$ cat config.mk
export PLATFORM = sky130hd
export DESIGN_NAME = fwd_hazard_unit_flat
export DESIGN_NICKNAME = d
export VERILOG_FILES = /design/src/rtl/fwd_hazard_if.sv /design/src/rtl/fwd_hazard_unit.sv /design/src/flat_wrapper.sv
export SDC_FILE = /design/constraint.sdc
export NUM_CORES = 1
export LEC_CHECK = 0
export ABC_CLOCK_PERIOD_IN_PS = 2800
export BUFFER_PORTS_ARGS = -buffer_cell sky130_fd_sc_hd__buf_2
export CAP_MARGIN = 20
export CORE_ASPECT_RATIO = 0.75
export CORE_MARGIN = 2
export CORE_UTILIZATION = 47
export DETAILED_ROUTE_END_ITERATION = 16
export PLACE_DENSITY = 0.81
export SETUP_SLACK_MARGIN = 0.5
export SYNTH_ARGS = -nofsm -noshare
export SYNTH_HDL_FRONTEND = slang
export SYNTH_SLANG_ARGS = --single-unit
$ cat constraint.sdc
create_clock -name clk -period 2.8 [get_ports clk]
set_input_delay 0.56 -clock clk [delete_from_list [all_inputs] [get_ports clk]]
set_output_delay 0.56 -clock clk [all_outputs]
set_load 0.02 [all_outputs]
$ cat src/rtl/fwd_hazard_if.sv
// Bundle of pipeline-register fields feeding the forwarding/hazard unit and the
// select, stall and multiplier-status signals it returns.
interface fwd_hazard_if #(
  parameter int NUM_SRC = 2,
  parameter int REG_W   = 5,
  parameter int CNT_W   = 16
);
  logic [NUM_SRC*REG_W-1:0] id_src;
  logic [NUM_SRC-1:0]       id_src_valid;
  logic                     id_mul_start;
  logic [REG_W-1:0]         id_mul_rd;
  logic [NUM_SRC*REG_W-1:0] id_ex_src;
  logic                     id_ex_mem_read;
  logic [REG_W-1:0]         id_ex_rd;
  logic [REG_W-1:0]         ex_mem_rd;
  logic                     ex_mem_regwrite;
  logic [REG_W-1:0]         mem_wb_rd;
  logic                     mem_wb_regwrite;
  logic [2*NUM_SRC-1:0]     forward_sel;
  logic [NUM_SRC-1:0]       id_mul_bypass;
  logic                     pc_write;
  logic                     if_id_write;
  logic                     id_ex_bubble;
  logic                     mul_busy;
  logic                     mul_done;
  logic [REG_W-1:0]         mul_wb_rd;
  logic [CNT_W-1:0]         stall_cnt;

  modport master (
    output id_src, id_src_valid, id_mul_start, id_mul_rd, id_ex_src,
           id_ex_mem_read, id_ex_rd, ex_mem_rd, ex_mem_regwrite,
           mem_wb_rd, mem_wb_regwrite,
    input  forward_sel, id_mul_bypass, pc_write, if_id_write, id_ex_bubble,
           mul_busy, mul_done, mul_wb_rd, stall_cnt
  );

  modport slave (
    input  id_src, id_src_valid, id_mul_start, id_mul_rd, id_ex_src,
           id_ex_mem_read, id_ex_rd, ex_mem_rd, ex_mem_regwrite,
           mem_wb_rd, mem_wb_regwrite,
    output forward_sel, id_mul_bypass, pc_write, if_id_write, id_ex_bubble,
           mul_busy, mul_done, mul_wb_rd, stall_cnt
  );
endinterface

$ cat src/rtl/fwd_hazard_unit.sv
// Per-source operand forwarding, load-use and multiplier hazard detection with
// a multicycle-multiply scoreboard FSM and a saturating stall-cycle counter.
module fwd_hazard_unit #(
  parameter int NUM_SRC     = 2,
  parameter int REG_W       = 5,
  parameter int MUL_LATENCY = 3,
  parameter int CNT_W       = 16
) (
  input logic         clk,
  input logic         reset,
  fwd_hazard_if.slave bus
);
  localparam int              CW       = $clog2(MUL_LATENCY) + 1;
  localparam logic [CW-1:0]   CNT_LOAD = CW'(MUL_LATENCY - 1);
  localparam logic [CW-1:0]   CNT_ZERO = {CW{1'b0}};
  localparam logic [REG_W-1:0] ZERO_RD = {REG_W{1'b0}};

  typedef enum logic [0:0] {IDLE = 1'b0, BUSY = 1'b1} state_t;

  state_t             state_r, state_s;
  logic [CW-1:0]      cnt_r, cnt_s;
  logic [REG_W-1:0]   mul_rd_r, mul_rd_s;
  logic [CNT_W-1:0]   stall_cnt_r;
  logic [2*NUM_SRC-1:0] fwd_s;
  logic [NUM_SRC-1:0] byp_s;
  logic load_match_s, mul_match_s;
  logic busy_s, cnt_zero_s, pending_s, done_s;
  logic load_haz_s, raw_haz_s, struct_haz_s, stall_s, accept_s;

  // Independent forward select for each EX-stage source; EX/MEM outranks MEM/WB
  always_comb begin
    fwd_s = {2*NUM_SRC{1'b0}};
    for (int i = 0; i < NUM_SRC; i++) begin
      if (bus.ex_mem_regwrite && (bus.ex_mem_rd != ZERO_RD) &&
          (bus.ex_mem_rd == bus.id_ex_src[i*REG_W +: REG_W])) begin
        fwd_s[2*i +: 2] = 2'b10;
      end else if (bus.mem_wb_regwrite && (bus.mem_wb_rd != ZERO_RD) &&
                   (bus.mem_wb_rd == bus.id_ex_src[i*REG_W +: REG_W])) begin
        fwd_s[2*i +: 2] = 2'b01;
      end else begin
        fwd_s[2*i +: 2] = 2'b00;
      end
    end
  end

  // ID-stage source matches against the load destination and the pending multiply
  always_comb begin
    load_match_s = 1'b0;
    mul_match_s  = 1'b0;
    byp_s        = {NUM_SRC{1'b0}};
    for (int i = 0; i < NUM_SRC; i++) begin
      load_match_s = load_match_s | (bus.id_src_valid[i] &
                     (bus.id_src[i*REG_W +: REG_W] == bus.id_ex_rd));
      mul_match_s  = mul_match_s | (bus.id_src_valid[i] &
                     (bus.id_src[i*REG_W +: REG_W] == mul_rd_r));
      byp_s[i]     = done_s & (mul_rd_r != ZERO_RD) & bus.id_src_valid[i] &
                     (bus.id_src[i*REG_W +: REG_W] == mul_rd_r);
    end
  end

  assign busy_s       = (state_r == BUSY);
  assign cnt_zero_s   = (cnt_r == CNT_ZERO);
  assign pending_s    = busy_s & ~cnt_zero_s;
  assign done_s       = busy_s & cnt_zero_s;
  assign load_haz_s   = bus.id_ex_mem_read & (bus.id_ex_rd != ZERO_RD) & load_match_s;
  assign raw_haz_s    = pending_s & (mul_rd_r != ZERO_RD) & mul_match_s;
  assign struct_haz_s = pending_s & bus.id_mul_start;
  assign stall_s      = load_haz_s | raw_haz_s | struct_haz_s;
  // A new multiply may enter on the done cycle, giving back-to-back issue
  assign accept_s     = bus.id_mul_start & ~stall_s & (~busy_s | cnt_zero_s);

  // Scoreboard next-state: load on accept, count down while busy, retire at zero
  always_comb begin
    state_s  = state_r;
    cnt_s    = cnt_r;
    mul_rd_s = mul_rd_r;
    case (state_r)
      IDLE: begin
        if (accept_s) begin
          state_s  = BUSY;
          cnt_s    = CNT_LOAD;
          mul_rd_s = bus.id_mul_rd;
        end else begin
          state_s  = IDLE;
        end
      end
      BUSY: begin
        if (accept_s) begin
          state_s  = BUSY;
          cnt_s    = CNT_LOAD;
          mul_rd_s = bus.id_mul_rd;
        end else if (cnt_zero_s) begin
          state_s  = IDLE;
        end else begin
          cnt_s    = cnt_r - {{(CW-1){1'b0}}, 1'b1};
        end
      end
      default: begin
        state_s  = IDLE;
        cnt_s    = CNT_ZERO;
        mul_rd_s = ZERO_RD;
      end
    endcase
  end

  // Scoreboard state registers
  always_ff @(posedge clk or negedge reset) begin
    if (!reset) begin
      state_r  <= IDLE;
      cnt_r    <= CNT_ZERO;
      mul_rd_r <= ZERO_RD;
    end else begin
      state_r  <= state_s;
      cnt_r    <= cnt_s;
      mul_rd_r <= mul_rd_s;
    end
  end

  // Saturating stall-cycle counter
  always_ff @(posedge clk or negedge reset) begin
    if (!reset) begin
      stall_cnt_r <= {CNT_W{1'b0}};
    end else if (stall_s && (stall_cnt_r != {CNT_W{1'b1}})) begin
      stall_cnt_r <= stall_cnt_r + {{(CNT_W-1){1'b0}}, 1'b1};
    end else begin
      stall_cnt_r <= stall_cnt_r;
    end
  end

  assign bus.forward_sel   = fwd_s;
  assign bus.id_mul_bypass = byp_s;
  assign bus.pc_write      = ~stall_s;
  assign bus.if_id_write   = ~stall_s;
  assign bus.id_ex_bubble  = stall_s;
  assign bus.mul_busy      = busy_s;
  assign bus.mul_done      = done_s;
  assign bus.mul_wb_rd     = mul_rd_r;
  assign bus.stall_cnt     = stall_cnt_r;
endmodule
$ cat src/flat_wrapper.sv
// flat-port wrapper written by rule: the top's interface ports become plain ports
module fwd_hazard_unit_flat 
#(
  parameter int NUM_SRC     = 2,
  parameter int REG_W       = 5,
  parameter int MUL_LATENCY = 3,
  parameter int CNT_W       = 16
)
  (clk, reset, bus_id_src, bus_id_src_valid, bus_id_mul_start, bus_id_mul_rd, bus_id_ex_src, bus_id_ex_mem_read, bus_id_ex_rd, bus_ex_mem_rd, bus_ex_mem_regwrite, bus_mem_wb_rd, bus_mem_wb_regwrite, bus_forward_sel, bus_id_mul_bypass, bus_pc_write, bus_if_id_write, bus_id_ex_bubble, bus_mul_busy, bus_mul_done, bus_mul_wb_rd, bus_stall_cnt);
  fwd_hazard_if #(.NUM_SRC(NUM_SRC), .REG_W(REG_W), .CNT_W(CNT_W)) bus_i ();
  input logic clk;
  input logic reset;
  input wire logic [$bits(bus_i.id_src)-1:0] bus_id_src;
  input wire logic [$bits(bus_i.id_src_valid)-1:0] bus_id_src_valid;
  input wire logic [$bits(bus_i.id_mul_start)-1:0] bus_id_mul_start;
  input wire logic [$bits(bus_i.id_mul_rd)-1:0] bus_id_mul_rd;
  input wire logic [$bits(bus_i.id_ex_src)-1:0] bus_id_ex_src;
  input wire logic [$bits(bus_i.id_ex_mem_read)-1:0] bus_id_ex_mem_read;
  input wire logic [$bits(bus_i.id_ex_rd)-1:0] bus_id_ex_rd;
  input wire logic [$bits(bus_i.ex_mem_rd)-1:0] bus_ex_mem_rd;
  input wire logic [$bits(bus_i.ex_mem_regwrite)-1:0] bus_ex_mem_regwrite;
  input wire logic [$bits(bus_i.mem_wb_rd)-1:0] bus_mem_wb_rd;
  input wire logic [$bits(bus_i.mem_wb_regwrite)-1:0] bus_mem_wb_regwrite;
  output wire logic [$bits(bus_i.forward_sel)-1:0] bus_forward_sel;
  output wire logic [$bits(bus_i.id_mul_bypass)-1:0] bus_id_mul_bypass;
  output wire logic [$bits(bus_i.pc_write)-1:0] bus_pc_write;
  output wire logic [$bits(bus_i.if_id_write)-1:0] bus_if_id_write;
  output wire logic [$bits(bus_i.id_ex_bubble)-1:0] bus_id_ex_bubble;
  output wire logic [$bits(bus_i.mul_busy)-1:0] bus_mul_busy;
  output wire logic [$bits(bus_i.mul_done)-1:0] bus_mul_done;
  output wire logic [$bits(bus_i.mul_wb_rd)-1:0] bus_mul_wb_rd;
  output wire logic [$bits(bus_i.stall_cnt)-1:0] bus_stall_cnt;
  assign bus_i.id_src = bus_id_src;
  assign bus_i.id_src_valid = bus_id_src_valid;
  assign bus_i.id_mul_start = bus_id_mul_start;
  assign bus_i.id_mul_rd = bus_id_mul_rd;
  assign bus_i.id_ex_src = bus_id_ex_src;
  assign bus_i.id_ex_mem_read = bus_id_ex_mem_read;
  assign bus_i.id_ex_rd = bus_id_ex_rd;
  assign bus_i.ex_mem_rd = bus_ex_mem_rd;
  assign bus_i.ex_mem_regwrite = bus_ex_mem_regwrite;
  assign bus_i.mem_wb_rd = bus_mem_wb_rd;
  assign bus_i.mem_wb_regwrite = bus_mem_wb_regwrite;
  assign bus_forward_sel = bus_i.forward_sel;
  assign bus_id_mul_bypass = bus_i.id_mul_bypass;
  assign bus_pc_write = bus_i.pc_write;
  assign bus_if_id_write = bus_i.if_id_write;
  assign bus_id_ex_bubble = bus_i.id_ex_bubble;
  assign bus_mul_busy = bus_i.mul_busy;
  assign bus_mul_done = bus_i.mul_done;
  assign bus_mul_wb_rd = bus_i.mul_wb_rd;
  assign bus_stall_cnt = bus_i.stall_cnt;
  fwd_hazard_unit #(.NUM_SRC(NUM_SRC), .REG_W(REG_W), .MUL_LATENCY(MUL_LATENCY), .CNT_W(CNT_W)) u_core (.clk(clk), .reset(reset), .bus(bus_i));
endmodule
==> run metrics <==
endpoint required time on the critical path 2.24 ns; Hold Fails Final Rpt 0; multi-input gate area in the final layout 0.00115 mm^2; power density over cell area 701 mW/mm^2; Data arrival, critical path 1.85 ns; number of nets with antenna violations after detailed routing 0; DRC viols 0; placed insts approximately 280; setup repair after global routing missed its margin yes; fraction of layout cells with a size suffix above 1 48.6%; count of buffers inserted at the top-level ports 79; category of the worst setup path capture point output port; cts bufs inserted 3; master cell of the clock root buffer sky130_fd_sc_hd__clkbuf_8; vertical die dimension 56.2 um; Post-Synthesis Cell Area 0.00171 mm^2; initial antenna violation count 0; slowest stage cell, crit path sky130_fd_sc_hd__or4_4; cells traversed along the worst timing path buf_2 > xor2_1 > or4_4 > nor4_4 > buf_4; Die Footprint around 0.0041 mm^2; setup TNS after final layout 0 ns; pin count of the biggest net entering global routing 26; PnR Total Power 1.70 mW; final RePlAce weighted congestion between 0.8 and 0.9; number of diodes 0; Seq. cell area about 630 um^2; worst-case headroom to the max-slew limit 63.6%; Yosys reg bits 25; number of buffers added to fix hold violations after cts 0; average cell area after synthesis between 10 and 15 um^2; aggregate global-route resource usage approximately a fifth; post-synthesis net count 219; vias after detailed routing 1,518; Max Root-Sink Buffers 2; status complete, no violations; worst hold path class primary input to async pin; clock skew after layout 0.00150 ns; total number of H-tree levels 1; vias in the first global route 1,504; number of iterations in the first detailed-routing pass 4; worst path bufs/invs 2; Cell variety after synth 30; clock tree from TritonCTS yes; biggest cell delay along the critical path 0.55 ns; number of warnings issued by yosys 0; highest clock rate 415 MHz; actual transition at the worst max-transition pin between 0.5 and 0.6 ns; gate count after technology mapping 168; part of the Yosys area used for sequential elements between 30% and 40%; # clock sinks 25; clock network latency to the later pin of the worst-skew pair 0.26 ns; routed via count divided by cell count roughly 5.2; area grow syn2layout 42.1%; Final Cycle Share 86.0%; CP delay by family, top simple AND/OR/NAND/NOR gates; register clock-pin slew on the reported worst setup and hold paths 0.08 ns; number of standard-cell rows in the floorplan 18; time the worst path needs with I/O delays and setup approximately 2.4 ns; number of design-rule violations left by the first detailed-router iteration between 70 and 80; final slew viol count 0; max capacitance violation total 0; crit path kind primary input to output port; I/O pin count 80; global route total overflow 0; register-to-register setup slack 0.59 ns; Finish-stage setup viols 0; Starting Density 50.5%; filler cell count between 200 and 250; width of the die 73.6 um; layout net count 305; worst supply voltage drop on vdd roughly 0.58 mV; area of the core ~0.0034 mm^2; detailed-route wire length 4240 um; HPWL after DPL 3270 um; leak pwr 1.14 nW; number of cells in the finished layout apart from fillers 293; wire per inst about 14 um; critical-path maximum fanout 2; global-route wire length before repair approximately 7000 um; type of element launching the critical path primary input
==> final cells by class <==
class | count | share of cell area (%)
timing repair buffer | 85 | 21.6
sequential | 25 | 25.9
tap | 40 | 2.07
multi-input combinational | 134 | 47.7
clock buffer | 3 | 1.70
clock inverter | 1 | 0.207
inverter | 5 | 0.878
==> layout by cell type (no fill, tap or decap), types with 4 or more instances in the layout <==
cell type,instances
sky130_fd_sc_hd__buf_2,66
sky130_fd_sc_hd__xnor2_1,32
sky130_fd_sc_hd__xor2_1,24
sky130_fd_sc_hd__dfrtp_1,23
sky130_fd_sc_hd__nand2_1,13
sky130_fd_sc_hd__buf_4,9
sky130_fd_sc_hd__nand4_1,8
sky130_fd_sc_hd__buf_6,8
sky130_fd_sc_hd__nand3_1,6
sky130_fd_sc_hd__mux2_2,6
sky130_fd_sc_hd__inv_1,4
sky130_fd_sc_hd__or4_4,4
sky130_fd_sc_hd__and3_4,4
sky130_fd_sc_hd__nor2_1,4
==> per-stage QoR <==
| step | instance area, um^2 | utilization (%) | hold WS [ns] | setup WS (ns) |
|---|---|---|---|---|
| 2_1_floorplan | 1780 | - | 0.264 | 0.501 |
| 3_3_place_gp | 2210 | 65.5 | 0.482 | 0.361 |
| 3_5_place_dp | 2210 | 65.5 | 0.487 | 0.345 |
| 4_1_cts | 2370 | 70.3 | 0.290 | 0.423 |
| 5_1_grt | 2420 | 71.7 | 0.314 | 0.357 |
| 6_report | 2420 | 71.7 | 0.271 | 0.392 |
==> sequential cells by signal, indices dropped and copies added, names as in the netlist <==
signal / cells
u_core.bus.mul_busy: 1
u_core.bus.mul_wb_rd: 5
u_core.bus.stall_cnt: 16
u_core.cnt_r: 3
==> Yosys cell counts, drive strengths merged <==
master	n	area, um^2
dfrtp	25	626
nand3	7	35.0
or2	1	6.26
nand2b	1	6.26
and3	10	77.6
buf	4	28.8
xnor2	32	280
xor2	24	210
nand4	9	62.6
mux2	6	67.6
and4	2	20.0
nor4	6	37.5
o211ai	2	25.0
o22ai	1	6.26
o21ai	5	25.0
or4	5	37.5
and2	1	7.51
a31oi	1	21.3
nor2	4	15.0
inv	5	18.8
nor3	1	5.00
ha	3	37.5
nand2	13	48.8
==> repair_timing <==
item	4_1_cts	5_1_grt
setup buffers	4	1
setup endpoints to repair	6	7
pin swaps	9	3
resized for setup	20	14
==> worst reg2reg max path: stages (launching register included) <==
cell and delay, ns:
sky130_fd_sc_hd__dfrtp_2 0.45, sky130_fd_sc_hd__xor2_1 0.16, sky130_fd_sc_hd__nor4_2 0.31, sky130_fd_sc_hd__and3_4 0.25
sky130_fd_sc_hd__o211ai_4 0.10, sky130_fd_sc_hd__buf_4 0.15, sky130_fd_sc_hd__a31oi_4 0.17, sky130_fd_sc_hd__buf_12 0.17
sky130_fd_sc_hd__mux2_2 0.34
==> layer usage <==
layer  vias up  wire length, um  global-route usage (%)
li1        758                -                       -
met1       715             1910                    31.3
met2        43             2110                    34.1
met3         2              221                    3.80
met4         0                7                    1.56
met5         -                0                       0
==> path summary, 6_finish.rpt <==
kind,from,to,depth (start not counted)
hold reg to reg,u_core.bus.stall_cnt[15],u_core.bus.stall_cnt[15],1
hold / removal,reset,u_core.bus.stall_cnt[5],1
max in group asynchronous,reset,u_core.bus.mul_wb_rd[0],1
min in group clk,u_core.bus.stall_cnt[15],u_core.bus.stall_cnt[15],1
setup reg to reg,u_core.bus.mul_wb_rd[0],u_core.bus.stall_cnt[1],8
setup / recovery,bus_id_ex_src[0],bus_forward_sel[0],5
==> power by group <==
group,switching (mW),internal (mW)
registers,0.135,0.472
logic,0.489,0.396
clock network,0.107,0.0992
total,0.731,0.968
==> cells by family after synthesis <==
logic type | Yosys count | share of synthesized area [%]
simple gates | 60 | 21.1
buf+inv | 9 | 2.79
fa+ha+maj | 3 | 2.20
mux | 6 | 3.96
xor+xnor | 56 | 28.8
flops | 25 | 36.7
compound gates | 9 | 4.55
Power figures use the tool's default switching activity.
